--- src/rtl/fir_l2_output_serializer.sv ---
// Output end of the 2-parallel FIR: rounds/saturates each lane to an audio sample,
// buffers pairs in a small FIFO and replays them one sample per clock in time order.
module fir_l2_output_serializer #(
    parameter int unsigned IN_WIDTH   = 64,
    parameter int unsigned OUT_WIDTH  = 16,
    parameter int unsigned SHIFT      = 23,
    parameter int unsigned PAIR_DEPTH = 4
) (
    input  logic                        clk,
    input  logic                        reset,
    input  logic                        in_valid,
    output logic                        in_ready,
    input  logic signed [IN_WIDTH-1:0]  data_in_1,
    input  logic signed [IN_WIDTH-1:0]  data_in_2,
    output logic                        out_valid,
    input  logic                        out_ready,
    output logic signed [OUT_WIDTH-1:0] data_out,
    output logic                        sat_flag,
    output logic [15:0]                 sat_count
);

    localparam int unsigned PW = (PAIR_DEPTH > 1) ? $clog2(PAIR_DEPTH) : 1;
    localparam int unsigned CW = PW + 1;
    localparam int unsigned TW = IN_WIDTH + 1;

    localparam logic signed [TW-1:0] RND  = signed'(TW'(1) << (SHIFT - 1));
    localparam logic signed [TW-1:0] QMAX = signed'(TW'((2 ** (OUT_WIDTH - 1)) - 1));
    localparam logic signed [TW-1:0] QMIN = ~QMAX;

    typedef struct packed {
        logic [OUT_WIDTH-1:0] lane2;
        logic [OUT_WIDTH-1:0] lane1;
    } pair_t;

    // Returns {saturated, sample}: round-half-up, arithmetic shift, clamp.
    function automatic logic [OUT_WIDTH:0] quant(input logic [IN_WIDTH-1:0] x);
        logic signed [TW-1:0] t;
        logic signed [TW-1:0] q;
        t = signed'({x[IN_WIDTH-1], x}) + RND;
        q = t >>> SHIFT;
        if (q > QMAX) begin
            quant = {1'b1, QMAX[OUT_WIDTH-1:0]};
        end else if (q < QMIN) begin
            quant = {1'b1, QMIN[OUT_WIDTH-1:0]};
        end else begin
            quant = {1'b0, q[OUT_WIDTH-1:0]};
        end
    endfunction

    pair_t           mem [PAIR_DEPTH];
    logic [PW-1:0]   wr_ptr;
    logic [PW-1:0]   rd_ptr;
    logic [CW-1:0]   count;
    logic            lane_sel;

    logic [OUT_WIDTH:0] q1;
    logic [OUT_WIDTH:0] q2;
    logic [1:0]         nsat;
    logic [16:0]        sat_sum;
    logic               push;
    logic               take;
    logic               pop;
    pair_t              head;

    always_comb begin
        q1      = quant(data_in_1);
        q2      = quant(data_in_2);
        nsat    = 2'(q1[OUT_WIDTH]) + 2'(q2[OUT_WIDTH]);
        sat_sum = {1'b0, sat_count} + 17'(nsat);
    end

    // Ready is held low for as long as reset is applied.
    assign in_ready  = !reset && (count < CW'(PAIR_DEPTH));
    assign out_valid = (count != '0);
    assign push      = in_valid && in_ready;
    assign take      = out_valid && out_ready;
    assign pop       = take && lane_sel;
    assign head      = mem[rd_ptr];
    assign data_out  = signed'(lane_sel ? head.lane2 : head.lane1);

    always_ff @(posedge clk or posedge reset) begin
        if (reset) begin
            for (int i = 0; i < int'(PAIR_DEPTH); i++) begin
                mem[i] <= '0;
            end
            wr_ptr    <= '0;
            rd_ptr    <= '0;
            count     <= '0;
            lane_sel  <= 1'b0;
            sat_flag  <= 1'b0;
            sat_count <= '0;
        end else begin
            if (push) begin
                mem[wr_ptr] <= '{lane2: q2[OUT_WIDTH-1:0], lane1: q1[OUT_WIDTH-1:0]};
                wr_ptr      <= wr_ptr + PW'(1);
                if (nsat != 2'd0) begin
                    sat_flag  <= 1'b1;
                    sat_count <= sat_sum[16] ? 16'hFFFF : sat_sum[15:0];
                end
            end
            if (pop) begin
                rd_ptr <= rd_ptr + PW'(1);
            end
            if (take) begin
                lane_sel <= ~lane_sel;
            end
            case ({push, pop})
                2'b10:   count <= count + CW'(1);
                2'b01:   count <= count - CW'(1);
                default: count <= count;
            endcase
        end
    end

endmodule
--- config.mk ---
export PLATFORM = sky130hd
export DESIGN_NAME = fir_l2_output_serializer
export DESIGN_NICKNAME = d
export VERILOG_FILES = /design/src/rtl/fir_l2_output_serializer.sv
export SDC_FILE = /design/constraint.sdc
export NUM_CORES = 1
export LEC_CHECK = 0
export ABC_AREA = 1
export CORE_UTILIZATION = 55
export CTS_CLUSTER_SIZE = 12
export DETAILED_ROUTE_END_ITERATION = 6
export GPL_ROUTABILITY_DRIVEN = 0
export PLACE_DENSITY = 0.78
export SYNTH_ARGS = -nofsm -noshare
export SYNTH_HDL_FRONTEND = slang
export SYNTH_SLANG_ARGS = --single-unit
--- constraint.sdc ---
create_clock -name clk -period 6.8 [get_ports clk]
set_input_delay 2.04 -clock clk [delete_from_list [all_inputs] [get_ports clk]]
set_output_delay 2.04 -clock clk [all_outputs]
set_load 0.01 [all_outputs]
# Word level (Yosys, flattened, before mapping)
# Index checks and enable logic that the tools add are counted.
# op_classes
add_sub_neg,8
order_cmp,8
n_eq_ne,2
mux,13
bitwise_logic,3
n_reduce_logical,10
# op_table
op,count
$add A64 B24 Y65 const B,2
$bwmux W128,1
$mux W32,3
$gt A42 B16 Y1 const B,2
$lt A42 B16 Y1 const B,2
$mux W17,4
$bmux W32 S2,1
$demux W32 S2,1
$mux W16,2
$add A16 B2 Y17,1
$ge A3 B3 Y1 const B,2
$not A2 Y3,2
$pmux W3 S2,1
$logic_and A1 B1 Y1,5
$add A2 B1 Y2 const B,2
$reduce_bool A2 Y1,2
$add A3 B1 Y3 const B,1
$lt A3 B1 Y1 const B,1
$lt A3 B3 Y1 const B,1
$reduce_bool A3 Y1,1
$sub A3 B1 Y3 const B,1
$add A1 B1 Y2,1
$eq A2 B1 Y1 const B,1
$eq A2 B2 Y1 const B,1
other kinds (3),3
# word_totals
register_bits,153
inputBits,132
out_inout_bits,35
word_cells,58

# Logic depth before layout (Yosys ltp)
# Gate-level depths: netlist of the first run.
# logic_depth
depth_word,7
ltp_mapped,29

# Least setup slack after synthesis of the first run
# OpenSTA, ideal clock, no wires.
# synth_timing
path_type,input -> register
from,in data_in_1[22]
to,reg sat_count[14]
setup_ns,0.070
t_arrival_ns,5.390
required_ns,6.730
setup_slack_ns,1.340
stages,27
path_cell_list,ha_1 > nand2_2 > nor2_8 > nand2_4 > nor2_8 > nand2_1 > xor2_1 > nand2_1 > nor2_1 > nand2_1 > nor2_1 > nand3b_1 > nand2_4 > buf_12 > nand2_2 > inv_1 > ha_1 > ha_1 > inv_1 > fa_1 > or2_2 > nor4_2 > nand3_1 > inv_1 > nand2_1 > or2_0 > nand3_1
# synth_between
elab_chain_len,7
word_cells_on_any_way,10
cone_classes,add/sub (3); order compare (2); mux (3); reduce/logical (2)
# synth_lines
item,line,source
start: declaration,13,"input logic signed [IN_WIDTH-1:0] data_in_1,"
$add A64 B24 Y65 *,39,"t = signed'({x[IN_WIDTH-1], x}) + RND;"
$lt A42 B16 Y1,43,end else if (q < QMIN) begin
$mux W17,43,
$mux W17 *,41,if (q > QMAX) begin
$add A1 B1 Y2 *,68,nsat = 2'(q1[OUT_WIDTH]) + 2'(q2[OUT_WIDTH]);
$add A16 B2 Y17 or $reduce_bool A2 Y1 (tied branches),"69, 96",
$mux W16 or $reduce_and A2 Y1 (tied branches),n/a,
end signal: assignment,98,sat_count <= sat_sum[16] ? 16'hFFFF : sat_sum[15:0];
end: declaration,19,output logic [15:0] sat_count
# Mark *: on every way between the ends. The rest lies on a longest branch, timed or not.
# A chain may end at the register's enable or synchronous reset.

# Worst setup path in the final report of the first run
# layout_timing
from,in data_in_2[22]
to,reg sat_count[14]
# layout_between
elab_chain_len,7
word_cells_on_any_way,10
cone_classes,add/sub (3); order compare (2); mux (3); reduce/logical (2)
# layout_lines
item,line,source
start: declaration,14,"input logic signed [IN_WIDTH-1:0] data_in_2,"
$add A64 B24 Y65 *,39,
$lt A42 B16 Y1,43,
$mux W17,43,
$mux W17 *,41,
$add A1 B1 Y2 *,68,
$add A16 B2 Y17 or $reduce_bool A2 Y1 (tied branches),"69, 96",
$mux W16 or $reduce_and A2 Y1 (tied branches),n/a,
# Marks and branches as above.

==> results of run 1 <==
final timing paths:
path / start / end
max: data_in_2[22] / sat_count[14]
min: mem[68] / mem[68]
max reg2reg: lane_sel / count[1]
min reg2reg: mem[68] / mem[68]
max in group asynchronous: reset / mem[56]
min in group asynchronous: reset / sat_count[3]
cell usage in the layout, fill, tap and decap left out, types with 26 or more instances in the layout:
master,count
clkdlybuf4s50_1,122
dfrtp_1,152
inv_1,102
nand2_1,713
nand2_4,34
nand3_1,56
nand4_1,26
nor2_1,276
o21ai_0,82
xor2_1,34
area by class of cell:
type	instances	share of cell area, %
Multi-Input combinational cell	1372	49.6
Sequential cell	153	29.3
Timing Repair Buffer	140	10.4
Clock buffer	19	3.39
Inverter	112	3.26
Tap cell	265	2.54
Clock inverter	13	1.46
power breakdown:
group	internal [mW]	leakage, nW	switching, mW
Combinational	0.755	4.21	1.10
Sequential	1.31	1.91	0.216
Clock	0.629	0.309	0.391
per-stage QoR:
stage	utilization (%)	instance area, um^2	worst slack, ps	hold WS [ps]	instances
6_report	66.9	13100	796	475	2074
4_1_cts	66.9	13100	866	476	2074
3_3_place_gp	63.6	12400	536	453	2042
3_5_place_dp	63.6	12400	434	460	2042
2_1_floorplan	-	11000	639	444	1689
5_1_grt	66.9	13100	535	489	2074
cells in the mapped netlist (all sizes together):
library cell    n  area share, %
a21oi           6           0.27
a31oi          16           0.91
and2            1          0.057
buf            11            1.0
clkbuf         41            1.4
clkinv          2          0.068
dfrtp         153             35
fa              2           0.36
ha             11            1.3
inv           110            3.8
nand2         763             29
nand3          58            2.8
nand3b         23            1.7
nand4          26            1.5
nor2          302             12
nor3            9           0.46
nor4            2           0.17
o211ai          1          0.068
o21ai          82            3.7
o22ai          16           0.91
or2             4           0.23
xnor2          16            1.3
xor2           34            2.7
logic make-up after synthesis:
family | Yosys count | share of synthesized area, %
AO/OA/AOI/OAI | 121 | 5.89
flip-flops | 153 | 34.8
buffers and inverters | 164 | 6.27
XOR/XNOR | 50 | 3.98
adder cells (fa/ha/maj) | 13 | 1.62
AND/OR/NAND/NOR | 1188 | 47.4
worst max-delay path, stage by stage:
cell and delay (ps):
clkdlybuf4s50_1 680, ha_1 240, nand2_1 70, nor2_2 180, nand2_2 160, nor2_4 180
xor2_1 200, nand2_1 70, nor2_1 140, nand3_1 90, nor2_1 80, nand2_1 90
nand2_4 60, nand2_1 140, inv_1 90, ha_1 120, ha_1 160, inv_1 50
fa_1 380, or2_2 350, nor4_2 190, nand3_1 130, inv_1 140, nand2_1 80
or2_0 190, nand3_1 60
sequential cells by signal (all words and copies together), names as in the netlist:
name	flops
mem	128
sat_count	16
count	3
rd_ptr	2
wr_ptr	2
lane_sel	1
sat_flag	1
routing by layer:
layer  up-vias  wire length, um  global-route usage, %
li1       5491                -                      -
met1      5171            13100                   41.0
met2       430            14400                   51.9
met3        55             2040                   3.47
met4         0              685                   9.41
met5         -                0                      0
==> results.cfg, run 1 <==
[clock_tree]
cts.sinks = 153
clk_latency_ps = 430
cts.htree.levels = 4
root_buffer = clkbuf_16
cts_tree = done
hold_buffers = 0
cts_buffers = 17
cts_resized = 0
cts_buffer_depth = 2
path_clk_slew_ps = 60
post-cts-setup-buffer-count = 0

[timing]
fmax_mhz = 167
rsz0062_at_grt = no
relSlewSlack_pct = 19.6
fin_skew_ps = 7.24
setup_tns_ps = 0
period_minus_slack_ps = 6000
slew_viol_final = 0
worstMarginPinSlew_ps = 1210
period_share_pct = 88.3
setup_violations = 0
hold_viol = 0

[power]
ir_drop_uv = 177
power_leakage_nw = 6.44
finalPower_mw = 4.40
powerDensity_nw_per_um2 = 337

[critical_path]
reg2reg_depth = 6
critPathKind = in2reg
crit_fanout = 6
arrival_ps = 6370
required_ps = 7160
critPathCaptureType = flip-flop
setup.worst_path.start_class = primary input
r2r_setup_slack_ps = 4260

[global_routing]
grt_max_degree = 114
gr-total-overflow = 0
grt_use_total_pct = 30.7
grt_first_pass_wirelength_um = 49500
grt_pass1_vias = 10170
antenna_found_initial = 0

[drt]
final_antenna_net_count = 0
wl_per_cell_um = 14.6
drtPass1Iterations = 6
routed_via_density = 5.37
drc = 0
vias = 11147
routed_wl_um = 30200
drt-initial-drc-count = 958

[cells_and_area]
fillCellCount = 1766
final-seq-area_um2 = 3830
final_layout_size_suffix_gt1_share_pct = 7.85
area_growth_syn_to_layout_pct = 18.7
antenna_cells = 0
final_nets = 1941
multi_input_area_um2 = 6480

[hold_path]
hold_path.class = reg2reg
hold_depth = 2

[placement]
hpwl_um = 21500
portBuffers = 122

[logic_synthesis]
netlist_instances = 1689
synth.yosys.seq_area_share_pct = 34.8
ys.warnings.count = 0
synth_area_um2 = 11000
yosys_register_bits = 153
synth_nets = 1834
ys_types = 38
avgSynthCellArea_um2 = 6.51

[floorplanning]
dieWidth_um = 143
die_h_um = 143
boundaryPins = 167
rows = 51
initial_core_util_pct = 56.3
die_area_um2 = 20600
core_area_um2 = 19500

[job]
maxCapViolations = 0

[outcome]
status = finished, final reports clean
No activity file was read; power rests on OpenSTA's default activity.
==> run 2: changes to the inputs <==
--- a/config.mk
+++ b/config.mk
@@ -6,6 +6,7 @@
 export NUM_CORES = 1
 export LEC_CHECK = 0
 export ABC_AREA = 1
+export CORE_MARGIN = 1
 export CORE_UTILIZATION = 55
 export CTS_CLUSTER_SIZE = 12
 export DETAILED_ROUTE_END_ITERATION = 6
==> results of run 2 <==
The final DEF is identical to that of run 1; final timing and power are the same.
==> run 3: changes to the inputs <==
--- a/config.mk
+++ b/config.mk
@@ -10,8 +10,10 @@
 export CORE_UTILIZATION = 55
 export CTS_CLUSTER_SIZE = 12
 export DETAILED_ROUTE_END_ITERATION = 6
+export DONT_BUFFER_PORTS = 1
 export GPL_ROUTABILITY_DRIVEN = 0
-export PLACE_DENSITY = 0.78
+export PLACE_DENSITY = 0.67
+export SETUP_SLACK_MARGIN = 0.05
 export SYNTH_ARGS = -nofsm -noshare
 export SYNTH_HDL_FRONTEND = slang
 export SYNTH_SLANG_ARGS = --single-unit
==> results.cfg, run 3 (synthesized netlist as in run 1, its figures left out) <==
[outcome]
status = finished, final reports clean

[power]
power_leakage_nw = 5.94
powerDensity_nw_per_um2 = 341
ir_drop_uv = 198
finalPower_mw = 4.02

[timing]
rsz0062_at_grt = no
setup_ws_ps = 1140
fin_skew_ps = 6.33
hold_viol = 0
setup_tns_ps = 0
period_minus_slack_ps = 5660
slew_viol_final = 0
setup_violations = 0
period_share_pct = 83.3
fmax_mhz = 177
worstMarginPinSlew_ps = 1160
relSlewSlack_pct = 22.9

[placement]
hpwl_um = 21900
portBuffers = 0
place_area_um2 = 11200
dp_worst_setup_slack_ps = 719

[critical_path]
critPathKind = in2reg
cp-startpoint = data_in_2[22]
critPathCaptureType = flip-flop
reg2reg_depth = 9
arrival_ps = 6020
endpoint = sat_count[14]
setup.worst_path.start_class = primary input
required_ps = 7160
timing.rr.start = count[2]
r2r_setup_slack_ps = 4280
timing.rr.end = mem[112]
crit_fanout = 19

[clock_tree]
cts_resized = 0
root_buffer = clkbuf_16
cts_tree = done
cts_buffers = 17
hold_buffers = 0
path_clk_slew_ps = 60
cts.htree.levels = 4
cts_buffer_depth = 2
clk_latency_ps = 420
cts.sinks = 153
post-cts-setup-buffer-count = 0

[floorplanning]
rows = 51
initial_core_util_pct = 56.3
die_area_um2 = 20600
boundaryPins = 167
dieWidth_um = 143
die_h_um = 143
core_area_um2 = 19500

[drt]
vias = 10556
drtPass1Iterations = 6
routed_wl_um = 30900
routed_via_density = 5.41
drt-initial-drc-count = 692
wl_per_cell_um = 15.8
final_antenna_net_count = 0
drc = 0

[global_routing]
grt_max_degree = 107
antenna_found_initial = 0
grt_use_total_pct = 31.5
grt_first_pass_wirelength_um = 50000
gr-total-overflow = 0
grt_pass1_vias = 9894

[cells_and_area]
area_growth_syn_to_layout_pct = 7.12
final_area_um2 = 11800
largest_reg_flops = 128
top_register = mem
layout_commonest_cell = nand2_1
antenna_cells = 0
reg_top3 = mem (128), sat_count (16), count (3)
final_nets = 1819
final_layout_size_suffix_gt1_share_pct = 8.31
mostFrequentLayoutCells = 713 x nand2_1, 276 x nor2_1, 152 x dfrtp_1, 102 x inv_1, 82 x o21ai_0
fillCellCount = 1964

[job]
maxCapViolations = 0

[hold_path]
hold_path.class = reg2reg
## run 3: final cells by class
class,instances,area [um^2],area share [%]
multi-input combinational,1372,6480,55.0
sequential,153,3830,32.5
clock buffer,22,484,4.11
inverter,112,425,3.61
tap,265,332,2.81
timing repair buffer,18,135,1.15
clock inverter,8,95.1,0.807
## run 3: layer usage
layer / vias to the layer above / part of all wire, % / track usage [%]
met5: - / 0 / 0
met4: 0 / 3.8 / 14.2
met3: 77 / 6.7 / 4.90
met2: 410 / 47 / 51.7
met1: 4832 / 43 / 40.8
li1: 5237 / - / -
## run 3: stage by stage
step	utilization (%)	std cells	hold WS [ps]
final	60.3	1950	470
after floorplan	-	1689	444
after detailed placement	57.4	1920	460
after global routing	60.3	1950	485
after global placement	57.4	1920	456
after CTS	60.3	1950	475
## run 3: worst min-delay path by stage
| stage | startpoint | endpoint | slack [ps] | cells after the start |
|---|---|---|---|---|
| after floorplan | mem[0] | mem[0] | 440 | 2 |
| final | count[0] | count[0] | 470 | 1 |
| after detailed placement | mem[7] | mem[7] | 460 | 2 |
| after global routing | mem[90] | mem[90] | 490 | 2 |
| after global placement | mem[86] | mem[86] | 460 | 2 |
| after CTS | count[0] | count[0] | 470 | 1 |
## run 3: report_power, final
group          total (mW)  internal [mW]  switching, mW  leakage, nW
clock network       0.939          0.572          0.367        0.284
logic                1.52          0.513           1.01         3.74
registers            1.56           1.31          0.251         1.91
## run 3: critical path, stage by stage
cell,delay (ps)
ha_1,310
nand2_1,110
nor2_2,170
nand2_2,160
inv_2,160
nand2_1,70
nand2_1,60
nand2_1,90
nor3_1,240
nand2_1,80
nor2_1,90
nand2_1,100
nand2_4,200
nand2_1,170
inv_1,80
ha_1,120
ha_1,170
inv_1,50
fa_1,380
or2_2,350
nor4_2,180
nand3_1,120
inv_1,150
nand2_1,90
or2_0,200
nand3_1,70
